### src/rtl/cluster_mem_responder_pkg.sv
// ============================================================================
// cluster_mem_responder_pkg
// Shared size encodings, FSM state encoding and line geometry.
// Revision: 1.0
// ============================================================================
`default_nettype none

package cluster_mem_responder_pkg;

  localparam int LINE_BYTES = 16;

  typedef logic [1:0] size_t;
  localparam size_t SZ_B = 2'd0;
  localparam size_t SZ_H = 2'd1;
  localparam size_t SZ_W = 2'd2;

  localparam logic [1:0] ST_IDLE  = 2'd0;
  localparam logic [1:0] ST_ISSUE = 2'd1;
  localparam logic [1:0] ST_WAIT  = 2'd2;
  localparam logic [1:0] ST_RESP  = 2'd3;

endpackage

`default_nettype wire

### src/rtl/cluster_mem_responder_if.sv
// ============================================================================
// cluster_mem_responder_if
// 128-bit line port between the responder (master) and DRAM/cache (slave).
// Revision: 1.0
// ============================================================================
`default_nettype none

interface cluster_mem_responder_if;
  logic         o_mem_req;
  logic         o_mem_we;
  logic [31:0]  o_mem_addr;
  logic [127:0] o_mem_wdata;
  logic [15:0]  o_mem_wstrb;
  logic         i_mem_ack;
  logic         i_mem_rvalid;
  logic [127:0] i_mem_rdata;

  modport master (
    output o_mem_req, o_mem_we, o_mem_addr, o_mem_wdata, o_mem_wstrb,
    input  i_mem_ack, i_mem_rvalid, i_mem_rdata
  );

  modport slave (
    input  o_mem_req, o_mem_we, o_mem_addr, o_mem_wdata, o_mem_wstrb,
    output i_mem_ack, i_mem_rvalid, i_mem_rdata
  );
endinterface

`default_nettype wire

### src/rtl/cluster_wstrb_gen.sv
// ============================================================================
// cluster_wstrb_gen
// Size/offset to byte strobes, sub-word lane replication, misalignment flag.
// Revision: 1.0
// ============================================================================
`default_nettype none

module cluster_wstrb_gen
  import cluster_mem_responder_pkg::*;
(
  input  wire size_t        i_size,
  input  wire logic [3:0]   i_off,
  input  wire logic [31:0]  i_wdata,
  output logic      [15:0]  o_wstrb,
  output logic      [127:0] o_wdata_rep,
  output logic              o_misaligned
);

  always_comb begin
    o_wstrb      = 16'h0000;
    o_wdata_rep  = 128'h0;
    o_misaligned = 1'b0;
    case (i_size)
      SZ_B: begin
        o_wstrb     = 16'h0001 << i_off;
        o_wdata_rep = {16{i_wdata[7:0]}};
      end
      SZ_H: begin
        o_wstrb      = 16'h0003 << i_off;
        o_wdata_rep  = {8{i_wdata[15:0]}};
        o_misaligned = i_off[0];
      end
      default: begin
        o_wstrb      = 16'h000F << i_off;
        o_wdata_rep  = {4{i_wdata}};
        o_misaligned = |i_off[1:0];
      end
    endcase
  end

endmodule

`default_nettype wire

### src/rtl/cluster_mem_responder.sv
// ============================================================================
// cluster_mem_responder
// Converts one hart access at a time into a 128-bit line transaction, with a
// one-line read buffer that short-circuits repeated reads of the same line.
// Revision: 1.0
// ============================================================================
`default_nettype none

module cluster_mem_responder
  import cluster_mem_responder_pkg::*;
#(
  parameter int HART_W = 1,
  parameter bit BUF_EN = 1'b1
) (
  input  wire logic              CLK,
  input  wire logic              RST_X,
  input  wire logic              i_req_valid,
  input  wire logic [HART_W-1:0] i_hart,
  input  wire logic              i_iscode,
  input  wire logic              i_isread,
  input  wire logic              i_iswrite,
  input  wire logic [31:0]       i_iaddr,
  input  wire logic [31:0]       i_daddr,
  input  wire logic [31:0]       i_wdata,
  input  wire logic [2:0]        i_ctrl,
  input  wire logic              i_inval,
  output logic                   o_busy,
  output logic [127:0]           o_insn_data,
  output logic [127:0]           o_data_data,
  output logic                   o_is_dram_data,
  output logic [HART_W-1:0]      o_resp_hart,
  output logic                   o_fault,
  cluster_mem_responder_if.master mem
);

  logic [1:0]        state_q, state_d;
  logic              is_code_q, is_code_d;
  logic              is_write_q, is_write_d;
  logic [HART_W-1:0] hart_q, hart_d;
  logic [27:0]       line_q, line_d;
  logic [15:0]       wstrb_q, wstrb_d;
  logic [127:0]      wdata_q, wdata_d;
  logic              busy_q, busy_d;
  logic              strobe_q, strobe_d;
  logic              fault_q, fault_d;
  logic [HART_W-1:0] resp_hart_q, resp_hart_d;
  logic [127:0]      insn_data_q, insn_data_d;
  logic [127:0]      data_data_q, data_data_d;
  logic              buf_valid_q, buf_valid_d;
  logic [27:0]       buf_tag_q, buf_tag_d;
  logic [127:0]      buf_data_q, buf_data_d;

  logic              w_req_write, w_req_code, w_req_any, w_hit;
  logic [31:0]       w_addr;
  logic [15:0]       w_gen_wstrb;
  logic [127:0]      w_gen_wdata;
  logic              w_gen_mis;
  logic [127:0]      w_merged;
  logic              w_resp_go, w_resp_code, w_resp_fault;
  logic [HART_W-1:0] w_resp_tag;
  logic [127:0]      w_resp_line;
  logic              w_unused_ctrl;

  assign w_unused_ctrl = i_ctrl[2];

  // Writes always address through i_daddr, even if iscode is also set.
  assign w_req_write = i_iswrite;
  assign w_req_code  = i_iscode & ~i_iswrite;
  assign w_req_any   = i_iswrite | i_iscode | i_isread;
  assign w_addr      = w_req_code ? i_iaddr : i_daddr;
  assign w_hit       = BUF_EN && buf_valid_q && (buf_tag_q == w_addr[31:4]) && !i_inval;

  cluster_wstrb_gen u_wstrb_gen (
    .i_size       (i_ctrl[1:0]),
    .i_off        (w_addr[3:0]),
    .i_wdata      (i_wdata),
    .o_wstrb      (w_gen_wstrb),
    .o_wdata_rep  (w_gen_wdata),
    .o_misaligned (w_gen_mis)
  );

  always_comb begin
    w_merged = buf_data_q;
    for (int b = 0; b < LINE_BYTES; b++) begin
      if (wstrb_q[b]) w_merged[8*b +: 8] = wdata_q[8*b +: 8];
    end
  end

  always_comb begin
    state_d      = state_q;
    is_code_d    = is_code_q;
    is_write_d   = is_write_q;
    hart_d       = hart_q;
    line_d       = line_q;
    wstrb_d      = wstrb_q;
    wdata_d      = wdata_q;
    strobe_d     = 1'b0;
    fault_d      = 1'b0;
    resp_hart_d  = resp_hart_q;
    insn_data_d  = insn_data_q;
    data_data_d  = data_data_q;
    buf_valid_d  = buf_valid_q;
    buf_tag_d    = buf_tag_q;
    buf_data_d   = buf_data_q;
    w_resp_go    = 1'b0;
    w_resp_code  = is_code_q;
    w_resp_fault = 1'b0;
    w_resp_tag   = hart_q;
    w_resp_line  = 128'h0;

    case (state_q)
      ST_IDLE: begin
        if (i_req_valid && w_req_any) begin
          is_code_d   = w_req_code;
          is_write_d  = w_req_write;
          hart_d      = i_hart;
          line_d      = w_addr[31:4];
          wstrb_d     = w_req_write ? w_gen_wstrb : 16'h0000;
          wdata_d     = w_gen_wdata;
          w_resp_code = w_req_code;
          w_resp_tag  = i_hart;
          if (w_gen_mis) begin
            state_d      = ST_RESP;
            w_resp_go    = 1'b1;
            w_resp_fault = 1'b1;
          end else if (!w_req_write && w_hit) begin
            state_d     = ST_RESP;
            w_resp_go   = 1'b1;
            w_resp_line = buf_data_q;
          end else begin
            state_d = ST_ISSUE;
          end
        end
      end
      ST_ISSUE: begin
        if (mem.i_mem_ack) begin
          if (is_write_q) begin
            state_d   = ST_RESP;
            w_resp_go = 1'b1;
            if (buf_valid_q && (buf_tag_q == line_q)) buf_data_d = w_merged;
          end else begin
            state_d = ST_WAIT;
          end
        end
      end
      ST_WAIT: begin
        if (mem.i_mem_rvalid) begin
          state_d     = ST_RESP;
          w_resp_go   = 1'b1;
          w_resp_line = mem.i_mem_rdata;
          buf_tag_d   = line_q;
          buf_data_d  = mem.i_mem_rdata;
          buf_valid_d = BUF_EN;
        end
      end
      default: begin
        state_d = ST_IDLE;
      end
    endcase

    if (w_resp_go) begin
      strobe_d    = 1'b1;
      fault_d     = w_resp_fault;
      resp_hart_d = w_resp_tag;
      if (w_resp_code) insn_data_d = w_resp_line;
      else             data_data_d = w_resp_line;
    end

    // An external invalidate overrides both refill and write merge.
    if (i_inval) buf_valid_d = 1'b0;

    busy_d = (state_d == ST_ISSUE) || (state_d == ST_WAIT);
  end

  always_ff @(posedge CLK or negedge RST_X) begin
    if (!RST_X) begin
      state_q     <= ST_IDLE;
      is_code_q   <= 1'b0;
      is_write_q  <= 1'b0;
      hart_q      <= '0;
      line_q      <= 28'h0;
      wstrb_q     <= 16'h0;
      wdata_q     <= 128'h0;
      busy_q      <= 1'b0;
      strobe_q    <= 1'b0;
      fault_q     <= 1'b0;
      resp_hart_q <= '0;
      insn_data_q <= 128'h0;
      data_data_q <= 128'h0;
      buf_valid_q <= 1'b0;
      buf_tag_q   <= 28'h0;
      buf_data_q  <= 128'h0;
    end else begin
      state_q     <= state_d;
      is_code_q   <= is_code_d;
      is_write_q  <= is_write_d;
      hart_q      <= hart_d;
      line_q      <= line_d;
      wstrb_q     <= wstrb_d;
      wdata_q     <= wdata_d;
      busy_q      <= busy_d;
      strobe_q    <= strobe_d;
      fault_q     <= fault_d;
      resp_hart_q <= resp_hart_d;
      insn_data_q <= insn_data_d;
      data_data_q <= data_data_d;
      buf_valid_q <= buf_valid_d;
      buf_tag_q   <= buf_tag_d;
      buf_data_q  <= buf_data_d;
    end
  end

  assign o_busy          = busy_q;
  assign o_is_dram_data  = strobe_q;
  assign o_fault         = fault_q;
  assign o_resp_hart     = resp_hart_q;
  assign o_insn_data     = insn_data_q;
  assign o_data_data     = data_data_q;
  assign mem.o_mem_req   = (state_q == ST_ISSUE);
  assign mem.o_mem_we    = is_write_q;
  assign mem.o_mem_addr  = {line_q, 4'h0};
  assign mem.o_mem_wdata = wdata_q;
  assign mem.o_mem_wstrb = wstrb_q;

endmodule

`default_nettype wire

### src/flat_wrapper.sv
// flat-port wrapper written by rule: the top's interface ports become plain ports
module cluster_mem_responder_flat import cluster_mem_responder_pkg::*;
#(
  parameter int HART_W = 1,
  parameter bit BUF_EN = 1'b1
)
  (CLK, RST_X, i_req_valid, i_hart, i_iscode, i_isread, i_iswrite, i_iaddr, i_daddr, i_wdata, i_ctrl, i_inval, o_busy, o_insn_data, o_data_data, o_is_dram_data, o_resp_hart, o_fault, mem_o_mem_req, mem_o_mem_we, mem_o_mem_addr, mem_o_mem_wdata, mem_o_mem_wstrb, mem_i_mem_ack, mem_i_mem_rvalid, mem_i_mem_rdata);
  cluster_mem_responder_if mem_i ();
  input  wire logic CLK;
  input  wire logic RST_X;
  input  wire logic i_req_valid;
  input  wire logic [HART_W-1:0] i_hart;
  input  wire logic i_iscode;
  input  wire logic i_isread;
  input  wire logic i_iswrite;
  input  wire logic [31:0] i_iaddr;
  input  wire logic [31:0] i_daddr;
  input  wire logic [31:0] i_wdata;
  input  wire logic [2:0] i_ctrl;
  input  wire logic i_inval;
  output logic o_busy;
  output logic [127:0] o_insn_data;
  output logic [127:0] o_data_data;
  output logic o_is_dram_data;
  output logic [HART_W-1:0] o_resp_hart;
  output logic o_fault;
  output wire logic [$bits(mem_i.o_mem_req)-1:0] mem_o_mem_req;
  output wire logic [$bits(mem_i.o_mem_we)-1:0] mem_o_mem_we;
  output wire logic [$bits(mem_i.o_mem_addr)-1:0] mem_o_mem_addr;
  output wire logic [$bits(mem_i.o_mem_wdata)-1:0] mem_o_mem_wdata;
  output wire logic [$bits(mem_i.o_mem_wstrb)-1:0] mem_o_mem_wstrb;
  input wire logic [$bits(mem_i.i_mem_ack)-1:0] mem_i_mem_ack;
  input wire logic [$bits(mem_i.i_mem_rvalid)-1:0] mem_i_mem_rvalid;
  input wire logic [$bits(mem_i.i_mem_rdata)-1:0] mem_i_mem_rdata;
  assign mem_o_mem_req = mem_i.o_mem_req;
  assign mem_o_mem_we = mem_i.o_mem_we;
  assign mem_o_mem_addr = mem_i.o_mem_addr;
  assign mem_o_mem_wdata = mem_i.o_mem_wdata;
  assign mem_o_mem_wstrb = mem_i.o_mem_wstrb;
  assign mem_i.i_mem_ack = mem_i_mem_ack;
  assign mem_i.i_mem_rvalid = mem_i_mem_rvalid;
  assign mem_i.i_mem_rdata = mem_i_mem_rdata;
  cluster_mem_responder #(.HART_W(HART_W), .BUF_EN(BUF_EN)) u_core (.CLK(CLK), .RST_X(RST_X), .i_req_valid(i_req_valid), .i_hart(i_hart), .i_iscode(i_iscode), .i_isread(i_isread), .i_iswrite(i_iswrite), .i_iaddr(i_iaddr), .i_daddr(i_daddr), .i_wdata(i_wdata), .i_ctrl(i_ctrl), .i_inval(i_inval), .o_busy(o_busy), .o_insn_data(o_insn_data), .o_data_data(o_data_data), .o_is_dram_data(o_is_dram_data), .o_resp_hart(o_resp_hart), .o_fault(o_fault), .mem(mem_i));
endmodule
### config.mk
export PLATFORM = sky130hd
export DESIGN_NAME = cluster_mem_responder_flat
export DESIGN_NICKNAME = d
export VERILOG_FILES = /design/src/rtl/cluster_mem_responder_pkg.sv /design/src/rtl/cluster_mem_responder_if.sv /design/src/rtl/cluster_wstrb_gen.sv /design/src/rtl/cluster_mem_responder.sv /design/src/flat_wrapper.sv
export SDC_FILE = /design/constraint.sdc
export NUM_CORES = 1
export LEC_CHECK = 0
export CORE_MARGIN = 2
export CORE_UTILIZATION = 45
export CTS_CLUSTER_SIZE = 8
export DETAILED_ROUTE_END_ITERATION = 12
export PLACE_DENSITY = 0.84
export SETUP_SLACK_MARGIN = 0.5
export SLEW_MARGIN = 10
export SYNTH_ARGS = -nofsm -noshare
export SYNTH_HDL_FRONTEND = slang
export SYNTH_HIERARCHICAL = 1
export SYNTH_SLANG_ARGS = --single-unit
### constraint.sdc
create_clock -name CLK -period 4.6 [get_ports CLK]
set_input_delay 0.92 -clock CLK [delete_from_list [all_inputs] [get_ports CLK]]
set_output_delay 0.92 -clock CLK [all_outputs]
set_load 0.01 [all_outputs]
======== Word level (Yosys, flattened, before mapping) ========
Index checks and enable logic that the tools add are counted.
cells by class
  bitwise logic cells ..................... 5
  reductions and logical operators ........ 35
  equal/unequal tests ..................... 27
  shifts and indexed selects .............. 3
  multiplexer cells ....................... 57
operators by type and width
  operator                count
  $mux W128               8
  $pmux W128 S2           3
  $mux W8                 16
  $reduce_and A6 Y1       16
  $eq A28 B28 Y1          2
  $ne A2 B1 Y1 const B    19
  $mux W32                1
  $pmux W16 S2            1
  $mux W1                 19
  $mux W16                1
  $shl A1 B4 Y16 const A  1
  $shl A2 B4 Y16 const A  1
  $shl A4 B4 Y16 const A  1
  $mux W2                 5
  $reduce_and A2 Y1       5
  $eq A2 B1 Y1 const B    3
  $pmux W2 S3             1
  $reduce_bool A2 Y1      3
  $logic_and A1 B1 Y1     5
  $eq A2 B2 Y1 const B    2
  $logic_not A2 Y1        2
  $pmux W1 S3             1
  $logic_not A1 Y1        2
  $ne A2 B2 Y1 const B    1
  other kinds (6)         8
storage, ports and cells
  logic and storage cells ................. 158
  output and inout bits ................... 438
  register bits after elaboration ......... 594

======== Longest topological paths before layout ========
  depth after elaboration ................. 13
  mapped depth ............................ 16
  gate-level depth less buffers ........... 9

======== By module ========
The synthesis kept the hierarchy.
modules (own cells, without submodules)
  module                 times used  cells an instance  area each (sq um)
  cluster_mem_responder  1           2678               28000.6
  cluster_wstrb_gen      1           202                1477.7

======== Worst setup path after synthesis ========
OpenSTA, ideal clock, no wires.
  path type ............................... input -> register
  from .................................... input port i_iscode
  to ...................................... register u_core.data_data_q[107], in the netlist u_core/o_data_data[107]
  data required time ...................... 4.518 ns
  slack ................................... 1.190 ns
  data arrival time ....................... 3.329 ns
  cell stages on the path ................. 16
  setup time .............................. 0.082 ns
  path through ............................ nor2b_1 > buf_2 > buf_6 > buf_2 > buf_1 > nand2_1 > nand2_1 > buf_2 > nand2_1 > nand2_1 > nand3_1 > o31ai_1 > clkbuf_1 > clkbuf_1 > a311oi_1 > a31oi_1
RTL lines
  element                      RTL line                      source
  from (decl)                  flat_wrapper.sv:13            input wire logic i_iscode;
  $and A1 B1 Y1 (*)            cluster_mem_responder.sv:68   assign w_req_code = i_iscode & ~i_iswrite;
  $mux W32 (*)                 cluster_mem_responder.sv:70   assign w_addr = w_req_code ? i_iaddr : i_daddr;
  via u_core.w_addr[0]         cluster_mem_responder.sv:54   logic [31:0] w_addr;
  $reduce_or A2 Y1             cluster_wstrb_gen.sv:36       o_misaligned = |i_off[1:0];
  $pmux W1 S2 (*)              cluster_wstrb_gen.sv:23       case (i_size)
  via u_core.w_gen_mis         cluster_mem_responder.sv:57   logic w_gen_mis;
  $mux W1                      cluster_mem_responder.sv:122  if (w_gen_mis) begin
  $mux W1                      cluster_mem_responder.sv:113  if (i_req_valid && w_req_any) begin
  $pmux W1 S3                  cluster_mem_responder.sv:111  case (state_q)
  $reduce_and A2 Y1 (no line)  --
  to (signal assigned)         cluster_mem_responder.sv:206  data_data_q <= data_data_d;
  to (decl)                    cluster_mem_responder.sv:48   logic [127:0] data_data_q, data_data_d;
Mark *: on every way through the listed nets, which the timed path passes. The rest lies on a longest branch.
A chain may end at the register's enable or synchronous reset.

======== Worst setup path in the final report ========
  from .................................... input port i_iscode
  to ...................................... register u_core.data_data_q[91], in the netlist u_core/o_data_data[91]
between the ends
  word-level cells in the longest chain between the ends .. 11
ends and longest elaborated chain
  element                           RTL line                      source
  $and A1 B1 Y1                     cluster_mem_responder.sv:68
  $mux W32                          cluster_mem_responder.sv:70
  $eq A28 B28 Y1                    cluster_mem_responder.sv:71   assign w_hit = BUF_EN && buf_valid_q && (buf_tag_q == w_addr[31:4]) && !i_inval;
  $logic_and A1 B1 Y1 (2 in a row)  cluster_mem_responder.sv:71
  $logic_and A1 B1 Y1               cluster_mem_responder.sv:126  end else if (!w_req_write && w_hit) begin
  $mux W1                           cluster_mem_responder.sv:126
  $mux W1                           cluster_mem_responder.sv:122
  $mux W1                           cluster_mem_responder.sv:113
  $pmux W1 S3                       cluster_mem_responder.sv:111
  $reduce_and A2 Y1 (no line)       --
Several ways; a longest one is shown, not always the timed one.

==> flow_summary.ini <==
[global_routing]
grt_overflow = 0
grt_antenna_before_repair = 4
grt_pass1_vias = 26730
grt_pass1_wl_um = 177400
grt_usage = 0.3501
grt_max_degree = 147

[drt]
antenna_left = 0
drt-total-wl_um = 121500
dr.pass1.iters = 6
viasPerCell = 6.467
wl_per_cell_um = 28.66
drc_errors = 0
num_vias = 27420
drt_first_iter_violations = 3753

[clock_tree]
insertion_delay_ps = 630
ctsLongestPathBuffers = 3
cts_htree_levels = 3
post_cts.repair.setup_buffers = 0
cts_buffers = 84
clock_sinks = 594
ctsHoldBuffers = 0
cts.repair.resized = 0
cts-root-buf = clkbuf_16
cts_tree = done
cts.clk_slew.worst_paths_ps = 50

[synth]
ys_seq_area_frac = 0.5042
ys_warn_count = 6
synth_edf_count = 0
netlist_area_um2 = 29480
async_reset_ff_frac = 1.000
ys.flop_type = dfrtp_1
synth.distinct_cells = 55
syn_area_per_cell_um2 = 10.24
yosys_register_bits = 594
synth_cells = 2880

[floorplanning]
rows = 93
die-width_um = 259.9
start_util = 0.4565
io_pins = 675
fp.dieH_um = 259.9
dieArea_um2 = 67570
core_um2 = 64580

[worst_setup_path]
worstSetupPathType = primary input to register
crit_chain = clkdlybuf4s50_1 -> nor2b_4 -> buf_4 -> mux2i_1 -> o22ai_1 -> or4_1 -> nor4_2 -> buf_4 -> buf_12 -> buf_4 -> nand4_1 -> a31oi_1
startpoint_type = primary input
ff2ff_setup_slack_ps = 1270
cp.required_ps = 5120
reg2reg_depth = 7
max_stage_delay_ps = 520
cp_max_fo = 24
cpMostUsedCell = buf_4
reg2reg_from = u_core/state_q[0]
endpoint_kind = register
worstPathArrival_ps = 4300
critical_path.slowest_cell = or4_1
rr_endpoint = u_core/o_insn_data[98]

[final_layout]
mostFrequentLayoutCell = clkdlybuf4s50_1
final_cells = 4239
fillers = 5145
drive_gt1_frac = 0.1566
areaGrowthSynthToFinish_pct = 32.58
nets = 3604
final_cell_mix = 668 x clkdlybuf4s50_1, 606 x nand2_1, 594 x dfrtp_1
final_cell_area_um2 = 39080

[sta]
slew_headroom = 0.2273
tns_ps = 0
skew_ps = 22.58
drv_slew = 0
fin_crit_ps = 3787
final_hold_viol_count = 0
worstMarginPinSlew_ps = 1147
rsz0062_at_grt = no
finalSetupViolCount = 0
fmax_mhz = 264.0
finalCritPeriodShare = 0.8233

[placed_design]
hpwlAfterDp_um = 80650
dp_cells = 4136
port_buffers = 669
place_area_um2 = 36810
gp_congestion = 0.9485

[power_and_ir_drop]
peakVddDrop_v = 0.0004301
p_leak_nw = 15.94
pwr_density_cell_nw_per_um2 = 735.0
finalPower_mw = 28.73

[job]
maxCapViolCount = 0

[worst_hold_path]
hp-class = primary input to asynchronous set/reset pin

[outcome]
outcome = finished, final reports clean
how the worst max path moves through the flow:
stage	startpoint	to	slack, ps	cells past startpoint
detailed placement	i_iscode	u_core/o_insn_data[73]	290	12
CTS	i_iscode	u_core/o_data_data[91]	910	12
global route	i_iscode	u_core/o_data_data[97]	610	12
floorplan	i_iscode	u_core/o_data_data[107]	1190	16
global placement	i_iscode	u_core/o_data_data[49]	320	12
finish	i_iscode	u_core/o_data_data[91]	810	12
registers in the layout, indices dropped and copies added (netlist names), 2 cells and up:
register and count:
u_core/buf_data_q 128, u_core/buf_tag_q 28, u_core/line_q 28, u_core/mem.o_mem_wdata 128, u_core/mem.o_mem_wstrb 16, u_core/o_data_data 128, u_core/o_insn_data 128, u_core/state_q 2
layout make-up:
class | instances | area [um2] | share of cell area
antenna | 7 | 17.52 | 0.0004482
timing repair buffer | 801 | 8218 | 0.2103
inverter | 14 | 55.05 | 0.001409
sequential | 594 | 14860 | 0.3803
clock buffer | 90 | 2156 | 0.05516
clock inverter | 6 | 101.3 | 0.002593
multi-input combinational | 1872 | 12600 | 0.3224
tap | 855 | 1070 | 0.02737
cells in the mapped netlist (all sizes together), types with 4 or more instances:
cell type	n	area share
a21oi	9	0.0017
a22o	18	0.0053
a311oi	256	0.076
a31oi	277	0.059
and2	5	0.0011
buf	208	0.045
clkbuf	195	0.025
dfrtp	594	0.50
inv	14	0.0018
mux2	281	0.11
mux2i	27	0.0092
nand2	606	0.077
nand2b	7	0.0015
nand3	7	0.0012
nand4	135	0.029
nor2	36	0.0048
nor2b	18	0.0038
nor3	8	0.0014
nor4	8	0.0022
o21a	17	0.0043
o21ai	44	0.0075
o22ai	8	0.0017
or2	4	0.00085
xnor2	43	0.013
xor2	15	0.0045
stage by stage:
step	worst slack (ps)	hold WS, ps	utilization
2_1_floorplan	1190	437.2	-
3_3_place_gp	324.3	453.3	0.5700
3_5_place_dp	292.5	471.6	0.5700
4_1_cts	907.0	417.3	0.6049
5_1_grt	610.3	467.3	0.6051
6_report	812.8	414.9	0.6052
metal layers:
| metal | up-vias | routed length, um | track usage |
|---|---|---|---|
| met1 | 13430 | 44590 | 0.4422 |
| met5 | - | 0 | 0 |
| met4 | 0 | 6567 | 0.1735 |
| li1 | 11500 | - | - |
| met3 | 410 | 13550 | 0.09435 |
| met2 | 2072 | 56790 | 0.5553 |
report_power, final:
group	total (mW)	switching [mW]	leakage, nW	internal (mW)
Combinational	13.0	6.35	7.59	6.70
Sequential	10.1	2.25	7.24	7.82
Clock	5.61	2.31	1.11	3.29
worst max-delay path: cells and delay by family:
| kind | cells | cell delay [ps] |
|---|---|---|
| buffers and inverters | 5 | 1360 |
| AND/OR/NAND/NOR | 4 | 1300 |
| AO/OA/AOI/OAI | 2 | 420 |
| multiplexers | 1 | 260 |
cells by family (layout without fill, tap and decap cells):
kind of cell	count (synthesis)	after routing	share of synthesized area
simple gates	846	846	0.1264
compound gates	656	656	0.1634
flops	594	594	0.5042
buf+inv	417	911	0.07207
mux	308	308	0.1165
xor+xnor	58	58	0.01723
other cells	1	11	0.0001272
No activity file was read; power rests on OpenSTA's default activity.
==> RTL edit (same settings) <==
Register the output `o_fault` once more, with the module's reset; this adds one clock of latency there. The other outputs are not delayed to match.
--- a/src/rtl/cluster_mem_responder.sv
+++ b/src/rtl/cluster_mem_responder.sv
@@ -212,7 +212,13 @@
 
   assign o_busy          = busy_q;
   assign o_is_dram_data  = strobe_q;
-  assign o_fault         = fault_q;
+  always_ff @(posedge CLK or negedge RST_X) begin
+    if (!RST_X) begin
+      o_fault <= '0;
+    end else begin
+      o_fault <= fault_q;
+    end
+  end
   assign o_resp_hart     = resp_hart_q;
   assign o_insn_data     = insn_data_q;
   assign o_data_data     = data_data_q;
Function: not settled (the Yosys comparison gave no result); the edit may change what the design does.
==> RTL edit against the original RTL <==
- non-clock buffer count grew 33
- setup slack lost 0.078 ns
- global-route usage shrank 0.056 points
- cell count increased by 0.99%
- utilization rose by 0.53 points
- count of clock-buffer cells in the layout shrank 2
- highest routed layer unchanged
- final area up 0.87%
- area after synthesis about the same
- largest cell class unchanged
- sequential cell count is 1 higher
- register-to-register slack worse by 0.15 ns
- routed wire length is 0.32% higher
- power rose by 0.44%
==> RTL edit: results (changes against the original RTL) <==
The overall global routing resource usage came out at 0.350 (about the same). The met1 wire length is 43300 µm (was 44600 µm). The half-perimeter wire length after placement came out at 82100 µm (was 80700 µm). The placed standard-cell area came out at 0.0371 mm² (was 0.0368 mm²). The proportion of total power due to net switching is 0.379 (was 0.380).

The initial antenna violation count came out at 17 (was 4). The met3 track demand over resource is 0.0861 (was 0.0943). The met1 track utilization from global routing is 0.435 (was 0.442).

The iteration count of the initial detailed-routing pass came out at 10 (was 6). The minimum clock period came out at 3.87 ns (was 3.79 ns). The worst flop-to-flop path startpoint is u_core/buf_tag_q[3] (was u_core/state_q[0]). Ranking of synthesized cells by instance count: 606 x sky130_fd_sc_hd__nand2_1, 595 x sky130_fd_sc_hd__dfrtp_1, 281 x sky130_fd_sc_hd__mux2_2 (was 606 x sky130_fd_sc_hd__nand2_1, 594 x sky130_fd_sc_hd__dfrtp_1, 281 x sky130_fd_sc_hd__mux2_2). The critical path data arrival time came to 4.39 ns (was 4.30 ns). The largest fanout on the critical path came out at 33 (was 24).

Synth area leaders: sky130_fd_sc_hd__dfrtp_1 50%, sky130_fd_sc_hd__mux2_2 11%, sky130_fd_sc_hd__nand2_1 7.7% (unchanged). The routed wire length is 122000 µm (was 121000 µm). Outcome: completed (unchanged). The wire length on met3 came out at 13900 µm (was 13500 µm). The share of post-route cells with drive strength above 1 is 0.165 (was 0.157). The post-layout instance count excluding filler cells is 4281 (was 4239). The number of DRC markers in iteration 0 is 4098 (was 3753). The capture point of the worst reg-to-reg path is u_core/buf_data_q[98] (was u_core/o_insn_data[98]). The worst-case register-to-register setup slack came out at 1.12 ns (was 1.27 ns).

The via density per instance came out at 6.56 (was 6.47). The fraction of the yosys area taken by sequential cells was 0.505 (was 0.504). The reported leakage power is 16.1 nW (was 15.9 nW). The worst slew margin relative to its limit came out at 0.234 (was 0.227).

The pre-CTS setup slack is 0.192 ns (was 0.292 ns). The endpoint of the worst setup timing path is u_core/o_data_data[60] (was u_core/o_data_data[91]). The post-layout net count is 3638 (was 3604).

The setup skew after layout came out at 0.0221 ns (was 0.0226 ns).
RTL edit: cell count changes in the layout (fill, tap and decap cells not counted):
cell,before,now
sky130_fd_sc_hd__clkinv_16,0,1
sky130_fd_sc_hd__buf_12,42,45
sky130_fd_sc_hd__inv_16,3,2
sky130_fd_sc_hd__dfrtp_1,594,595
sky130_fd_sc_hd__clkbuf_8,1,2
sky130_fd_sc_hd__clkinv_8,2,1
sky130_fd_sc_hd__inv_6,1,2
sky130_fd_sc_hd__diode_2,7,17
sky130_fd_sc_hd__buf_4,90,120
sky130_fd_sc_hd__clkbuf_1,4,1
RTL edit: logic make-up (layout without fill, tap and decap cells):
| family | after synthesis | count (layout) | synth area share |
|---|---|---|---|
| flip-flops | 595 | 595 | 0.505 |
| multiplexers | 308 | 308 | 0.116 |
| AO/OA/AOI/OAI | 656 | 656 | 0.163 |
| AND/OR/NAND/NOR | 846 | 846 | 0.126 |
| buffers and inverters | 417 | 942 | 0.0719 |
| XOR/XNOR | 58 | 58 | 0.0172 |
| other | 1 | 21 | 0.000127 |
RTL edit: layout make-up:
type                            count  area [µm²]  share of cell area
Antenna cell                       17        42.5             0.00108
Clock buffer                       88        2160              0.0547
Clock inverter                      6         104             0.00263
Inverter                           14        55.1             0.00140
Multi-Input combinational cell   1872       12600               0.320
Sequential cell                   595       14900               0.378
Tap cell                          855        1070              0.0271
Timing Repair Buffer              834        8500               0.216
RTL edit: worst min path at each step:
stage	start	end	slack (ns)	cells after the start
finish	RST_X	u_core/mem.o_mem_wdata[10]	0.38	1
global route	u_core/fault_q	u_core/o_fault	0.38	0
CTS	u_core/fault_q	u_core/o_fault	0.38	0
detailed placement	u_core/fault_q	u_core/o_fault	0.36	0
global placement	u_core/fault_q	u_core/o_fault	0.34	0
floorplan	u_core/fault_q	u_core/o_fault	0.33	0
